## config.mk

```make
export PLATFORM = sky130hd
export DESIGN_NAME = multi_player_reaction_core
export DESIGN_NICKNAME = d
export VERILOG_FILES = /design/src/rtl/multi_player_reaction_core.sv
export SDC_FILE = /design/constraint.sdc
export NUM_CORES = 1
export LEC_CHECK = 0
export CAP_MARGIN = 20
export CORE_ASPECT_RATIO = 2
export CORE_MARGIN = 2
export CORE_UTILIZATION = 45
export DETAILED_ROUTE_END_ITERATION = 16
export GPL_TIMING_DRIVEN = 0
export PLACE_DENSITY_LB_ADDON = 0.1
export SYNTH_ARGS = -nofsm -noshare
export SYNTH_HDL_FRONTEND = slang
export SYNTH_SLANG_ARGS = --single-unit
```

## constraint.sdc

```tcl
create_clock -name clk_i -period 11.2 [get_ports clk_i]
set_clock_uncertainty 0.15 [all_clocks]
set_input_delay 2.24 -clock clk_i [delete_from_list [all_inputs] [get_ports clk_i]]
set_output_delay 2.24 -clock clk_i [all_outputs]
set_load 0.01 [all_outputs]
```

## src/rtl/multi_player_reaction_core.sv

```systemverilog
`default_nettype none
`timescale 1ns/1ps
// ============================================================================
//  Module   : multi_player_reaction_core
//  Brief    : Multi-player reaction timer. A random PREP wait is followed by
//             a TEST phase. Per-player stop times are captured, the fastest
//             valid player is named winner, and the best time is tracked.
//  Revision : 1.0  initial release
// ============================================================================
module multi_player_reaction_core #(
    parameter int          N_PLAYERS      = 2,
    parameter int          TIME_W         = 14,
    parameter int          TIMEOUT_MS     = 9999,
    parameter int          PREP_MIN_MS    = 1000,
    parameter int          PREP_SPAN_LOG2 = 11,
    parameter logic [15:0] LFSR_SEED      = 16'hACE1
) (
    input  logic                                          clk_i,
    input  logic                                          rst_ni,
    input  logic                                          tick_1khz_i,
    input  logic                                          start_i,
    input  logic [N_PLAYERS-1:0]                          stop_i,
    output logic [1:0]                                    state_o,
    output logic [TIME_W-1:0]                             countdown_o,
    output logic [TIME_W-1:0]                             elapsed_o,
    output logic [N_PLAYERS*TIME_W-1:0]                   player_time_o,
    output logic [N_PLAYERS-1:0]                          player_done_o,
    output logic [N_PLAYERS-1:0]                          player_fail_o,
    output logic [((N_PLAYERS > 1) ? $clog2(N_PLAYERS) : 1)-1:0] winner_o,
    output logic                                          winner_valid_o,
    output logic [TIME_W-1:0]                             best_time_o,
    output logic                                          new_best_o
);

    localparam int                WIN_W    = (N_PLAYERS > 1) ? $clog2(N_PLAYERS) : 1;
    localparam logic [TIME_W-1:0] ALL_ONES = '1;
    localparam logic [15:0]       LFSR_TAP = 16'hB400;  // x^16+x^14+x^13+x^11+1

    typedef enum logic [1:0] {
        S_IDLE   = 2'd0,
        S_PREP   = 2'd1,
        S_TEST   = 2'd2,
        S_RESULT = 2'd3
    } state_t;

    state_t                 state_q, state_d;
    logic [TIME_W-1:0]      countdown_q, countdown_d;
    logic [TIME_W-1:0]      elapsed_q, elapsed_d;
    logic [TIME_W-1:0]      ptime_q [N_PLAYERS];
    logic [TIME_W-1:0]      ptime_d [N_PLAYERS];
    logic [N_PLAYERS-1:0]   done_q, done_d;
    logic [N_PLAYERS-1:0]   fail_q, fail_d;
    logic [WIN_W-1:0]       winner_q, winner_d;
    logic                   wvalid_q, wvalid_d;
    logic [TIME_W-1:0]      best_q, best_d;
    logic                   new_best_q, new_best_d;
    logic [15:0]            lfsr_q, lfsr_d;
    logic [N_PLAYERS-1:0]   stop_q;

    logic [N_PLAYERS-1:0]   stop_edge;
    logic [N_PLAYERS-1:0]   valid_stop;
    logic [WIN_W-1:0]       win_idx;

    assign stop_edge = stop_i & ~stop_q;

    // Next-state logic: round sequencing, capture, winner and best-time tracking
    always_comb begin
        state_d     = state_q;
        countdown_d = countdown_q;
        elapsed_d   = elapsed_q;
        ptime_d     = ptime_q;
        done_d      = done_q;
        fail_d      = fail_q;
        winner_d    = winner_q;
        wvalid_d    = wvalid_q;
        best_d      = best_q;
        new_best_d  = 1'b0;
        valid_stop  = '0;
        win_idx     = '0;
        // Free-running Galois LFSR; the tap mask keeps it out of the zero state
        lfsr_d      = lfsr_q[0] ? ({1'b0, lfsr_q[15:1]} ^ LFSR_TAP) : {1'b0, lfsr_q[15:1]};

        case (state_q)
            S_IDLE, S_RESULT: begin
                if (start_i) begin
                    state_d     = S_PREP;
                    countdown_d = TIME_W'(PREP_MIN_MS) + TIME_W'(lfsr_q[PREP_SPAN_LOG2-1:0]);
                    elapsed_d   = '0;
                    done_d      = '0;
                    fail_d      = '0;
                    wvalid_d    = 1'b0;
                    for (int i = 0; i < N_PLAYERS; i++) begin
                        ptime_d[i] = ALL_ONES;
                    end
                end
            end

            S_PREP: begin
                // Any press before the go signal is a false start
                for (int i = 0; i < N_PLAYERS; i++) begin
                    if (stop_edge[i] && !done_q[i]) begin
                        fail_d[i]  = 1'b1;
                        done_d[i]  = 1'b1;
                        ptime_d[i] = ALL_ONES;
                    end
                end
                if (tick_1khz_i) begin
                    if (countdown_q <= TIME_W'(1)) begin
                        countdown_d = '0;
                        elapsed_d   = '0;
                        state_d     = S_TEST;
                    end else begin
                        countdown_d = countdown_q - TIME_W'(1);
                    end
                end
                // Everyone false-started: skip TEST entirely
                if (&done_d) begin
                    state_d  = S_RESULT;
                    wvalid_d = 1'b0;
                end
            end

            S_TEST: begin
                valid_stop = stop_edge & ~done_q;
                for (int i = 0; i < N_PLAYERS; i++) begin
                    if (valid_stop[i]) begin
                        ptime_d[i] = elapsed_q;
                        done_d[i]  = 1'b1;
                    end
                end
                // Downward scan leaves the lowest simultaneous index
                for (int i = N_PLAYERS - 1; i >= 0; i--) begin
                    if (valid_stop[i]) begin
                        win_idx = WIN_W'(i);
                    end
                end
                if (!wvalid_q && (|valid_stop)) begin
                    winner_d = win_idx;
                    wvalid_d = 1'b1;
                end
                if (tick_1khz_i) begin
                    // Stops captured above already hold done_d, so they beat the timeout
                    if (elapsed_q == TIME_W'(TIMEOUT_MS - 1)) begin
                        for (int i = 0; i < N_PLAYERS; i++) begin
                            if (!done_d[i]) begin
                                fail_d[i]  = 1'b1;
                                done_d[i]  = 1'b1;
                                ptime_d[i] = ALL_ONES;
                            end
                        end
                        state_d = S_RESULT;
                    end
                    if (elapsed_q != ALL_ONES) begin
                        elapsed_d = elapsed_q + TIME_W'(1);
                    end
                end
                if (&done_d) begin
                    state_d = S_RESULT;
                end
                // Best time only moves on a strict improvement at RESULT entry
                if ((state_d == S_RESULT) && wvalid_d && (ptime_d[winner_d] < best_q)) begin
                    best_d     = ptime_d[winner_d];
                    new_best_d = 1'b1;
                end
            end

            default: begin
                state_d = S_IDLE;
            end
        endcase
    end

    // State register with asynchronous active-low reset
    always_ff @(posedge clk_i or negedge rst_ni) begin
        if (!rst_ni) begin
            state_q     <= S_IDLE;
            countdown_q <= '0;
            elapsed_q   <= '0;
            for (int i = 0; i < N_PLAYERS; i++) begin
                ptime_q[i] <= ALL_ONES;
            end
            done_q      <= '0;
            fail_q      <= '0;
            winner_q    <= '0;
            wvalid_q    <= 1'b0;
            best_q      <= ALL_ONES;
            new_best_q  <= 1'b0;
            lfsr_q      <= LFSR_SEED;
            stop_q      <= '0;
        end else begin
            state_q     <= state_d;
            countdown_q <= countdown_d;
            elapsed_q   <= elapsed_d;
            ptime_q     <= ptime_d;
            done_q      <= done_d;
            fail_q      <= fail_d;
            winner_q    <= winner_d;
            wvalid_q    <= wvalid_d;
            best_q      <= best_d;
            new_best_q  <= new_best_d;
            lfsr_q      <= lfsr_d;
            stop_q      <= stop_i;
        end
    end

    generate
        for (genvar g = 0; g < N_PLAYERS; g++) begin : g_pack
            assign player_time_o[g*TIME_W +: TIME_W] = ptime_q[g];
        end
    endgenerate

    assign state_o        = state_q;
    assign countdown_o    = countdown_q;
    assign elapsed_o      = elapsed_q;
    assign player_done_o  = done_q;
    assign player_fail_o  = fail_q;
    assign winner_o       = winner_q;
    assign winner_valid_o = wvalid_q;
    assign best_time_o    = best_q;
    assign new_best_o     = new_best_q;

endmodule
`default_nettype wire
```

Word level (Yosys, flattened, before mapping)
Index checks and enable logic that the tools add are counted.
- output and inout port bits: 79
- flip-flop bits (word level): 97
- word-level logic and storage cells: 133
- input port bits: 6
- $add $sub $neg: 3
- order comparisons: 3
- bitwise logic cells: 6
- reduce and logical (&&, ||, !) cells: 23
- equality and inequality tests: 19
- mux-type cells: 65
- operators by type and width (operator ; count):
    2-to-1 mux 14 bit ; 17
    2-to-1 mux 28 bit ; 4
    case mux 28 bit (3 select lines) ; 1
    case mux 14 bit (3 select lines) ; 1
    2-to-1 mux 2 bit ; 14
    case mux 14 bit (2 select lines) ; 1
    2-to-1 mux 1 bit ; 22
    inequality test 2 bit, second input constant ; 11
    case mux 2 bit (3 select lines) ; 3
    2-to-1 mux 16 bit ; 1
    AND reduction 5 bit ; 3
    adder 14 x 1 -> 14 bit, second input constant ; 1
    equality test 14 bit, second input constant ; 1
    <= comparator 14 x 1 -> 1 bit, second input constant ; 1
    less-than comparator 14 bit ; 1
    inequality test 14 bit, second input constant ; 1
    subtractor 14 x 1 -> 14 bit, second input constant ; 1
    adder 10 x 11 -> 12 bit, first input constant ; 1
    AND reduction 2 bit ; 6
    equality test 2 bit, second input constant ; 3
    inequality test 3 bit, second input constant ; 2
    AND reduction 3 bit ; 2
    logical AND 1 bit ; 5
    bitwise AND 2 bit ; 2
    other kinds (10) ; 14

Longest topological paths before layout
Gate-level depths: netlist of run 1.
- word-level depth: 16
- depth in mapped cells: 16
- depth with buffers taken out: 13

Least setup slack after synthesis of run 1
Ideal clock, no wire load.
- kind: input port to flip-flop
- start point: in stop_i[1]
- end point: reg best_q[10], in the netlist best_time_o[10]
- setup slack: 5.714 ns
- data required time: 10.968 ns
- setup time: 0.082 ns
- buffers on the path: 3
- arrival: 5.253 ns
- stages: 12
- path through: nor3b_1 -> buf_1 -> clkbuf_1 -> mux2i_1 -> a32oi_1 -> ha_1 -> a21oi_1 -> o21ai_0 -> o21a_1 -> a2111oi_4 -> buf_8 -> mux2_4
- longest elaborated chain between the ends: 14
- elaborated cells on any way between the ends: 32
- classes of those cells: order compare: 1; eq/ne: 1; mux: 21; bitwise: 3; reduce/logical: 6
- RTL lines (item ; line ; text):
    from (decl) ; 22 ; input logic [N_PLAYERS-1:0] stop_i,
    bitwise AND 2 bit * ; 64 ; assign stop_edge = stop_i & ~stop_q;
    bitwise AND 2 bit * ; 124 ; valid_stop = stop_edge & ~done_q;
    2-to-1 mux 1 bit ; 126 ; if (valid_stop[i]) begin
    2-to-1 mux 1 bit ; 83 ; case (state_q)
    2-to-1 mux 14 bit / 2-to-1 mux 2 bit (equally long branches) ; 145, 143 ;
    2-to-1 mux 28 bit / 2-to-1 mux 2 bit (equally long branches) ; 143, 141 ;
    2-to-1 mux 28 bit / 2-to-1 mux 2 bit (equally long branches) ; 141, 83 ;
    2-to-1 mux 28 bit / AND reduction 2 bit (equally long branches) ; 83, 157 ;
    2-to-1 mux 14 bit (implied by the code) / 2-to-1 mux 2 bit (equally long branches) ; 161, 162, 157 ;
    2-to-1 mux 14 bit (implied by the code) / 2-to-1 mux 2 bit (equally long branches) ; 161, 162, 83 ;
    2-to-1 mux 14 bit (implied by the code) / equality test 2 bit (equally long branches) ; 161, 162 ;
    less-than comparator 14 bit / logical AND 1 bit (equally long branches) ; 161 ; if ((state_d == S_RESULT) && wvalid_d && (ptime_d[winner_d] < best_q)) begin
    logical AND 1 bit ; 161 ;
    AND reduction 2 bit (no line) ; -- ;
    to (signal assigned) ; 199 ; best_q <= best_d;
    to (decl) ; 55 ; logic [TIME_W-1:0] best_q, best_d;
Mark *: on every way between the ends. The rest lies on a longest branch, timed or not. The select of a mux whose other input is x is not followed.
A chain may end at the register's enable or synchronous reset.

Final worst setup path of run 1
- start point: in stop_i[1]
- end point: reg best_q[6], in the netlist best_time_o[6]
The elaborated chain is that of the path after synthesis.

==> results of run 1 <==
-- cells by family (layout without fill, tap and decap cells) --
group	after synthesis	in the layout	share of synthesized area, %
adder cells (fa/ha/maj)	20	20	4.73
flip-flops	97	97	47.1
AO/OA/AOI/OAI	136	136	19.2
AND/OR/NAND/NOR	154	154	14.5
multiplexers	30	30	6.67
XOR/XNOR	15	15	2.48
buffers and inverters	63	165	5.35
-- power groups by stage --
stage	clock (mW)	sequential [mW]	combinational [mW]
CTS	0.312	0.642	1.03
global placement	0	0.645	1.01
floorplan	0	0.673	0.576
finish	0.307	0.640	1.03
detailed placement	0	0.646	1.03
global route	0.326	0.660	1.14
-- metal layers --
| layer | GRT usage (%) | vias to the layer above |
|---|---|---|
| li1 | - | 2077 |
| met1 | 32.9 | 2098 |
| met3 | 3.04 | 16 |
| met2 | 33.9 | 134 |
| met5 | 0 | - |
| met4 | 6.54 | 0 |
-- cell usage after synthesis, drive strengths merged (10+ instances only) --
cell type   n  area (sq um)
inv        27           101
ha         20           250
xnor2      12           105
dfrtp      47          1180
nor3       19          95.1
buf        12          88.8
nand2      48           180
a32oi      14           130
mux2       15           203
a21oi      19          98.9
o21ai      33           165
a22o       10          87.6
dfstp      50          1310
mux2i      15           150
clkbuf     24          92.6
nand3      11          55.1
o22a       29           257
nor2       32           120
-- critical path, delay by kind of cell --
family,cells,cell delay (ns)
simple gates,1,0.19
compound gates,6,1.38
fa+ha+maj,1,0.30
buf+inv,4,1.99
mux,2,0.47
-- registers in the layout, summed over array words and instances (netlist names) --
name            cells
countdown_o        14
player_time_o      28
player_done_o       2
winner_valid_o      1
player_fail_o       2
elapsed_o          14
best_time_o        14
stop_q              2
state_o             2
winner_o            1
lfsr_q             16
new_best_o          1
-- final cells by class --
type	instances	area, sq um	share of cell area [%]
multi-input cells	355	2510	38.0
flip-flops and latches	97	2490	37.6
repair buffers	86	863	13.0
clock buffers	12	236	3.57
plain buffers	36	181	2.74
well taps	145	181	2.74
inverters	27	101	1.53
clock inverters	4	52.6	0.794
-- per-stage QoR --
step           cell area, sq um  util (%)  instances  hold WS (ns)
2_1_floorplan              5290         -        515         0.183
3_3_place_gp               6310      54.6        744         0.186
5_1_grt                    6620      57.3        762         0.213
3_5_place_dp               6330      54.8        746         0.191
6_report                   6620      57.3        762         0.204
4_1_cts                    6620      57.3        762         0.206
-- worst min path at each step --
stage                                    start                   end  slack (ns)
after floorplan           lfsr_q[12]$_DFF_PN0_  lfsr_q[11]$_DFF_PN1_        0.18
after global placement    lfsr_q[12]$_DFF_PN0_  lfsr_q[11]$_DFF_PN1_        0.19
after detailed placement  lfsr_q[12]$_DFF_PN0_  lfsr_q[11]$_DFF_PN1_        0.19
after CTS                 lfsr_q[12]$_DFF_PN0_  lfsr_q[11]$_DFF_PN1_        0.21
after global routing      lfsr_q[12]$_DFF_PN0_  lfsr_q[11]$_DFF_PN1_        0.21
final                     lfsr_q[12]$_DFF_PN0_  lfsr_q[11]$_DFF_PN1_        0.20
==> flow_summary.json, run 1 <==
{
  "async_flop_share_pct": 100,
  "grt_pass1_wl_microns": 21400,
  "antennaDiodeCount": 0,
  "p_clk_share_pct": 15.5,
  "timing.rr.start": "elapsed_o[5]$_DFFE_PN0P_",
  "ios": 85,
  "synth.distinct_cells": 59,
  "die_x_microns": 80.7,
  "dp_hpwl_microns": 9660,
  "power_frac_seq_pct": 32.4,
  "cts-htree-levels": 3,
  "dr.pass1.iters": 6,
  "port_buffers": 84,
  "met1_length_microns": 6210,
  "cts_tree": "done",
  "startpoint_type": "primary input",
  "vias": 4325,
  "overflow": 0,
  "synth_edf_count": 0,
  "finalNetCount": 638,
  "final_cell_mix": "clkdlybuf4s50_1, dfstp_2, nand2_1",
  "gp_congestion": 0.880,
  "cts_buffers": 9,
  "worstPathRequired_ns": 11.32,
  "critPathMaxStageDelay_ns": 0.69,
  "floorplan.initialDensity_pct": 45.7,
  "fin_crit_ns": 6.48,
  "rows": 56,
  "final.setup.worst_slack_ns": 4.72,
  "antenna_left": 0,
  "grt_start_max_net_pins": 57,
  "holdCritPathClass": "reg2reg",
  "hold_depth": 0,
  "combPwrFrac_pct": 52.1,
  "synthCells": 515,
  "synth_seq_cells": 97,
  "synth_area_sq_um": 5290,
  "cp.arrival_ns": 6.60,
  "synth_area_per_cell_sq_um": 10.3,
  "setup_viol": 0,
  "slew_violations": 0,
  "wl_microns": 13500,
  "post_cts_buffers": 0,
  "critPathCapture": "best_time_o[6]$_DFFE_PN1P_",
  "post-route-period-util_pct": 57.8,
  "antenna_found_initial": 0,
  "grt_pass1_vias": 4006,
  "status": "completed",
  "p_total_mw": 1.98,
  "preCtsSetupSlack_ns": 4.44,
  "clockRootBuffer": "clkbuf_16",
  "path_cells": "clkdlybuf4s50_1 -> nor3b_1 -> buf_1 -> clkbuf_1 -> mux2i_1 -> a32oi_1 -> ha_1 -> a21oi_1 -> o21ai_0 -> a21oi_1 -> o311ai_0 -> a2111oi_4 -> buf_8 -> mux2_4",
  "relSlewSlack_pct": 44.5,
  "mostFrequentLayoutCell": "clkdlybuf4s50_1",
  "cts.sinks": 97,
  "cp_max_fo": 10,
  "hold_viol": 0,
  "r2r-end": "best_time_o[6]$_DFFE_PN1P_",
  "synth_ff_type": "dfstp_2",
  "drcViolationCount": 0,
  "maxCapViolCount": 0,
  "clock.fmax_ghz": 0.154,
  "critPathLaunch": "stop_i[1]",
  "die_area_sq_um": 12700,
  "final.fill_count": 1049,
  "cts_resized": 0,
  "r2r_slack_ns": 6.68,
  "top_layer_used": "met4",
  "cts_max_path_buffers": 2,
  "rr_worst_depth": 14,
  "dr_wl_met2_microns": 6430,
  "worst_pin_slew_ns": 0.832,
  "p_leak_nw": 2.68,
  "cp_common_cell": "a21oi_1",
  "p_sw_share_pct": 39.9,
  "dieHeight_microns": 157,
  "hold_buffers": 0,
  "drt-initial-drc-count": 432,
  "p_int_mw": 1.19,
  "insertion_delay_ns": 0.34,
  "layout-drive-gt1-share_pct": 16.9,
  "wl_met3_microns": 687,
  "synth_warnings": 0,
  "crit_type": "in2reg",
  "crit_slowest_cell": "clkbuf_1",
  "power_density_nw_per_um2": 298,
  "cts.clk_slew.worst_paths_ns": 0.07,
  "via_per_inst": 5.68,
  "synth_nets": 541,
  "core-area_sq_um": 11600,
  "end_kind": "register",
  "wl_per_cell_microns": 17.7,
  "grt_use_total_pct": 22.2,
  "syn2layout_area_growth_pct": 25.2,
  "rsz0062_at_grt": "false",
  "final.setup.tns_ns": 0,
  "switching_power_mw": 0.788,
  "peakVddDrop_mv": 0.155,
  "ys_seq_area_share_pct": 47.1
}
(Power assumes the default switching activity.)
==> inputs of run 2 (changes only) <==
clock period = 5.4 ns   (was 11.2 ns; I/O delays follow)
==> run 2 against run 1 <==
Net effect:
- power is 110% higher
- cell area rose by 0.38%
- clock power grew 110%
- combinational power grew 110%
- global-route usage unchanged
- via count fell by 0.14%
- sequential share of layout area fell by 0.14 points
- setup slack got worse by 4.3 ns
- highest routed layer unchanged
- critical path depth increased by 2
==> flow_summary.json, run 2 (synthesized netlist as in run 1, its figures left out) <==
{
  "status": "completed",
  "layout-drive-gt1-share_pct": 17.6,
  "path_cells": "clkdlybuf4s50_1 -> or3b_1 -> clkbuf_1 -> o22a_1 -> a21oi_2 -> buf_4 -> a32oi_1 -> ha_1 -> a21oi_1 -> o21ai_0 -> a21oi_1 -> o311ai_1 -> a2111oi_4 -> buf_4 -> buf_8 -> mux2_4",
  "mostFrequentLayoutCell": "clkdlybuf4s50_1",
  "cp.arrival_ns": 5.08,
  "post-route-period-util_pct": 91.8,
  "syn2layout_area_growth_pct": 25.7,
  "cp_max_fo": 10,
  "cts_max_path_buffers": 2,
  "gp_congestion": 0.880,
  "layout.area.seq_sq_um": 2490,
  "grt_use_total_pct": 22.2,
  "cts.sinks": 97,
  "final_cell_mix": "clkdlybuf4s50_1, dfstp_2, nand2_1",
  "worstPathRequired_ns": 5.52,
  "die_area_sq_um": 12700,
  "clockRootBuffer": "clkbuf_16",
  "startpoint_type": "primary input",
  "end_kind": "register",
  "final.setup.tns_ns": 0,
  "cts-htree-levels": 3,
  "grt_start_max_net_pins": 57,
  "overflow": 0,
  "cts.clk_slew.worst_paths_ns": 0.07,
  "peakVddDrop_mv": 0.322,
  "dr_wl_met2_microns": 6440,
  "clock.fmax_ghz": 0.202,
  "wl_microns": 13500,
  "fin_util_pct": 57.5,
  "dieHeight_microns": 157,
  "worst_pin_slew_ns": 0.779,
  "dp_cells": 746,
  "maxCapViolCount": 0,
  "whs_ns": 0.204,
  "min_from": "lfsr_q[12]$_DFF_PN0_",
  "via_per_inst": 5.65,
  "holdCritPathClass": "reg2reg",
  "core-area_sq_um": 11600,
  "timing.rr.start": "elapsed_o[5]$_DFFE_PN0P_",
  "top_layer_used": "met4",
  "crit_type": "in2reg",
  "slew_violations": 0,
  "grt_pass1_vias": 4006,
  "finalNetCount": 641,
  "p_total_mw": 4.11,
  "cts_buffers": 9,
  "antenna_found_initial": 0,
  "floorplan.initialDensity_pct": 45.7,
  "drt-initial-drc-count": 482,
  "rows": 56,
  "wl_per_cell_microns": 17.7,
  "rsz0062_at_grt": "false",
  "multi_input_area_sq_um": 2510,
  "port_buffers": 84,
  "ios": 85,
  "met1_length_microns": 6200,
  "final.fill_count": 1049,
  "critPathLaunch": "stop_i[0]",
  "hold_viol": 0,
  "wl_met3_microns": 705,
  "setup_viol": 0,
  "antenna_left": 0,
  "vias": 4319,
  "crit_buf_inv": 5,
  "dr.pass1.iters": 5,
  "cp_top_family": "compound AO/OA/AOI/OAI gates",
  "drcViolationCount": 0,
  "dp_hpwl_microns": 9660,
  "die_x_microns": 80.7,
  "power_density_nw_per_um2": 618,
  "p_leak_nw": 2.70,
  "grt_pass1_wl_microns": 21400,
  "fin_crit_ns": 4.95,
  "largest_reg_flops": 28,
  "antennaDiodeCount": 0,
  "crit_slowest_cell": "clkdlybuf4s50_1",
  "cts_tree": "done",
  "relSlewSlack_pct": 47.7,
  "insertion_delay_ns": 0.34,
  "hold_buffers": 0,
  "critPathMaxStageDelay_ns": 0.50,
  "layout.cells.non_filler": 765
}
==> run 2: cell types whose count changed in the layout (fill, tap and decap cells not counted), sizes merged <==
cell | previous run | this run
clkbuf | 36 | 37
buf | 15 | 17
==> run 2: cell type report <==
cell class	count	area share [%]
Buffer	36	2.77
Clock buffer	12	3.56
Clock inverter	4	0.791
Inverter	27	1.52
Multi-Input combinational cell	355	37.8
Sequential cell	97	37.5
Tap cell	145	2.73
Timing Repair Buffer	89	13.3
==> run 2: worst reg2reg max path, delay by kind of cell (launching register included) <==
kind                       cells  cell delay [ns]
AOI/OAI and AO/OA              7             1.41
adders and majority gates      1             0.30
buffers and inverters          4             0.76
DFF                            1             0.38
muxes                          1             0.31
and+or+nand+nor                2             1.05
==> run 2: layer usage <==
layer | global-route usage, % | vias to the layer above
li1 | - | 2081
met1 | 32.9 | 2086
met2 | 33.9 | 139
met3 | 3.04 | 13
met4 | 6.54 | 0
met5 | 0 | -
==> run 2: power by group <==
group	switching [mW]	total, mW	internal [mW]
clock	0.273	0.634	0.361
sequential	0.245	1.33	1.08
combinational	1.12	2.15	1.03
==> run 2: through the flow <==
stage	instance area [sq um]	setup slack, ns
after floorplan	5290	1.07
after global placement	6310	-0.583
after detailed placement	6330	-0.205
after CTS	6620	0.111
after global routing	6650	0.175
final	6650	0.445
==> run 2: final timing paths <==
kind                       cells past startpoint  slack, ns                       endpoint
max in group asynchronous                      2       3.73  player_time_o[24]$_DFFE_PN1P_
max                                           16       0.45     best_time_o[5]$_DFFE_PN1P_
min in group asynchronous                      1       0.63    countdown_o[11]$_DFFE_PN0P_
max reg2reg                                   15       0.98     best_time_o[5]$_DFFE_PN1P_
min                                            0       0.20           lfsr_q[11]$_DFF_PN1_
min reg2reg                                    0       0.20           lfsr_q[11]$_DFF_PN1_
==> run 2: timing repair <==
item | in CTS | in global routing
endpoints found under the setup margin | 0 | 15
gates resized for setup | 0 | 4
buffers inserted | 0 | 3
endpoints found under the hold margin | 0 | 0
==> inputs of run 3 (changes only) <==
CAP_MARGIN = 10   (was 20)
==> run 3 against run 2 <==
Net effect:
- sequential cell count unchanged
- global-route usage up 0.35 points
- non-clock buffer count down 1
- first-iteration DRC count down 10%
- register-to-register slack worse by 0.04 ns
- clock power up 2%
- count of clock-buffer cells in the layout unchanged
- power up 0.31%
- sequential share of layout area about the same
- critical path depth unchanged
- die area unchanged
==> flow_summary.json, run 3 (synthesized netlist as in run 1, its figures left out) <==
{
  "cts_tree": "done",
  "port_buffers": 84,
  "startpoint_type": "primary input",
  "cp_common_cell": "buf_4",
  "maxCapViolCount": 0,
  "ios": 85,
  "via_per_inst": 5.67,
  "antenna_left": 0,
  "fin_crit_ns": 5.04,
  "finalNetCount": 640,
  "hold_viol": 0,
  "dr.pass1.iters": 5,
  "final.fill_count": 1046,
  "cp_top_family": "compound AO/OA/AOI/OAI gates",
  "dp_hpwl_microns": 9670,
  "overflow": 0,
  "final_cell_area_sq_um": 6650,
  "power_density_nw_per_um2": 619,
  "clock.fmax_ghz": 0.198,
  "final_cell_mix": "clkdlybuf4s50_1, dfstp_2, nand2_1",
  "floorplan.initialDensity_pct": 45.7,
  "cp_max_fo": 10,
  "die_x_microns": 80.7,
  "cts_max_path_buffers": 2,
  "worstPathRequired_ns": 5.52,
  "grt_pass1_wl_microns": 21900,
  "syn2layout_area_growth_pct": 25.8,
  "core-area_sq_um": 11600,
  "critPathMaxStageDelay_ns": 0.51,
  "antennaDiodeCount": 0,
  "peakVddDrop_mv": 0.300,
  "crit_slowest_cell": "clkdlybuf4s50_1",
  "worst_pin_slew_ns": 0.783,
  "cts.sinks": 97,
  "gp_congestion": 0.880,
  "antenna_found_initial": 0,
  "crit_type": "in2reg",
  "mostFrequentLayoutCell": "clkdlybuf4s50_1",
  "path_cells": "clkdlybuf4s50_1 -> or3b_1 -> clkbuf_1 -> o22a_1 -> a21oi_2 -> buf_4 -> a32oi_1 -> ha_1 -> nand2_1 -> nor3_1 -> a21oi_1 -> o311ai_1 -> a2111oi_4 -> buf_4 -> buf_8 -> mux2_4",
  "relSlewSlack_pct": 47.4,
  "grt_start_max_net_pins": 57,
  "drt-initial-drc-count": 432,
  "wl_per_cell_microns": 17.8,
  "hold_buffers": 0,
  "cts_buffers": 9,
  "holdCritPathClass": "reg2reg",
  "setup_viol": 0,
  "rows": 56,
  "post-route-period-util_pct": 93.4,
  "largest_reg_flops": 28,
  "vias": 4330,
  "fin_util_pct": 57.6,
  "clockRootBuffer": "clkbuf_16",
  "grt_use_total_pct": 22.6,
  "final.setup.worst_slack_ns": 0.356,
  "dpl_cell_area_sq_um": 6330,
  "layout-drive-gt1-share_pct": 17.8,
  "end_kind": "register",
  "grt_pass1_vias": 4172,
  "cp.arrival_ns": 5.16,
  "wl_microns": 13600,
  "die_area_sq_um": 12700,
  "cts-htree-levels": 3,
  "p_leak_nw": 2.70,
  "preCtsSetupSlack_ns": -0.366,
  "insertion_delay_ns": 0.34,
  "status": "completed",
  "crit_buf_inv": 5,
  "drcViolationCount": 0,
  "cts.clk_slew.worst_paths_ns": 0.06,
  "final.setup.tns_ns": 0,
  "rsz0062_at_grt": "false",
  "p_total_mw": 4.12,
  "slew_violations": 0,
  "dieHeight_microns": 157
}
[run 3: report_power, final]
group          total, mW  internal [mW]  switching, mW
clock network      0.645          0.373          0.272
registers           1.33           1.08          0.250
logic               2.14           1.03           1.12
total               4.12           2.48           1.64
[run 3: stage by stage]
step                cells  hold slack, ns
finish                764           0.203
floorplan             515           0.183
detailed placement    745           0.191
global route          764           0.213
CTS                   761           0.207
global placement      744           0.186
[run 3: timing repair]
| item | in CTS | in global routing |
|---|---|---|
| pin swaps | 0 | 1 |
| resized for setup | 1 | 4 |
| buffers inserted | 0 | 3 |
| endpoints found under the setup margin | 9 | 14 |
[run 3: final cells by class]
class,instances,area (sq um),area share (%)
multi-input combinational,355,2520,37.9
timing repair buffer,88,881,13.2
buffer,36,184,2.76
sequential,97,2490,37.4
clock buffer,12,246,3.70
tap,145,181,2.73
inverter,27,101,1.52
clock inverter,4,50.0,0.752
[run 3: final timing paths]
kind	startpoint	end	slack [ns]	depth (start not counted)
worst min register to register	lfsr_q[12]$_DFF_PN0_	lfsr_q[11]$_DFF_PN1_	0.20	0
worst max-delay path	stop_i[0]	best_time_o[5]$_DFFE_PN1P_	0.36	16
min in group asynchronous	rst_ni	countdown_o[11]$_DFFE_PN0P_	0.64	1
worst max register to register	elapsed_o[5]$_DFFE_PN0P_	best_time_o[5]$_DFFE_PN1P_	0.94	15
max in group asynchronous	rst_ni	player_time_o[19]$_DFFE_PN1P_	3.73	2
worst min-delay path	lfsr_q[12]$_DFF_PN0_	lfsr_q[11]$_DFF_PN1_	0.20	0
[run 3: routing by layer]
layer,global-route usage (%),routed length (microns),vias to the layer above
li1,-,-,2089
met1,32.7,6250,2083
met2,34.4,6350,136
met3,3.21,674,22
met4,8.31,291,0
met5,0,0,-
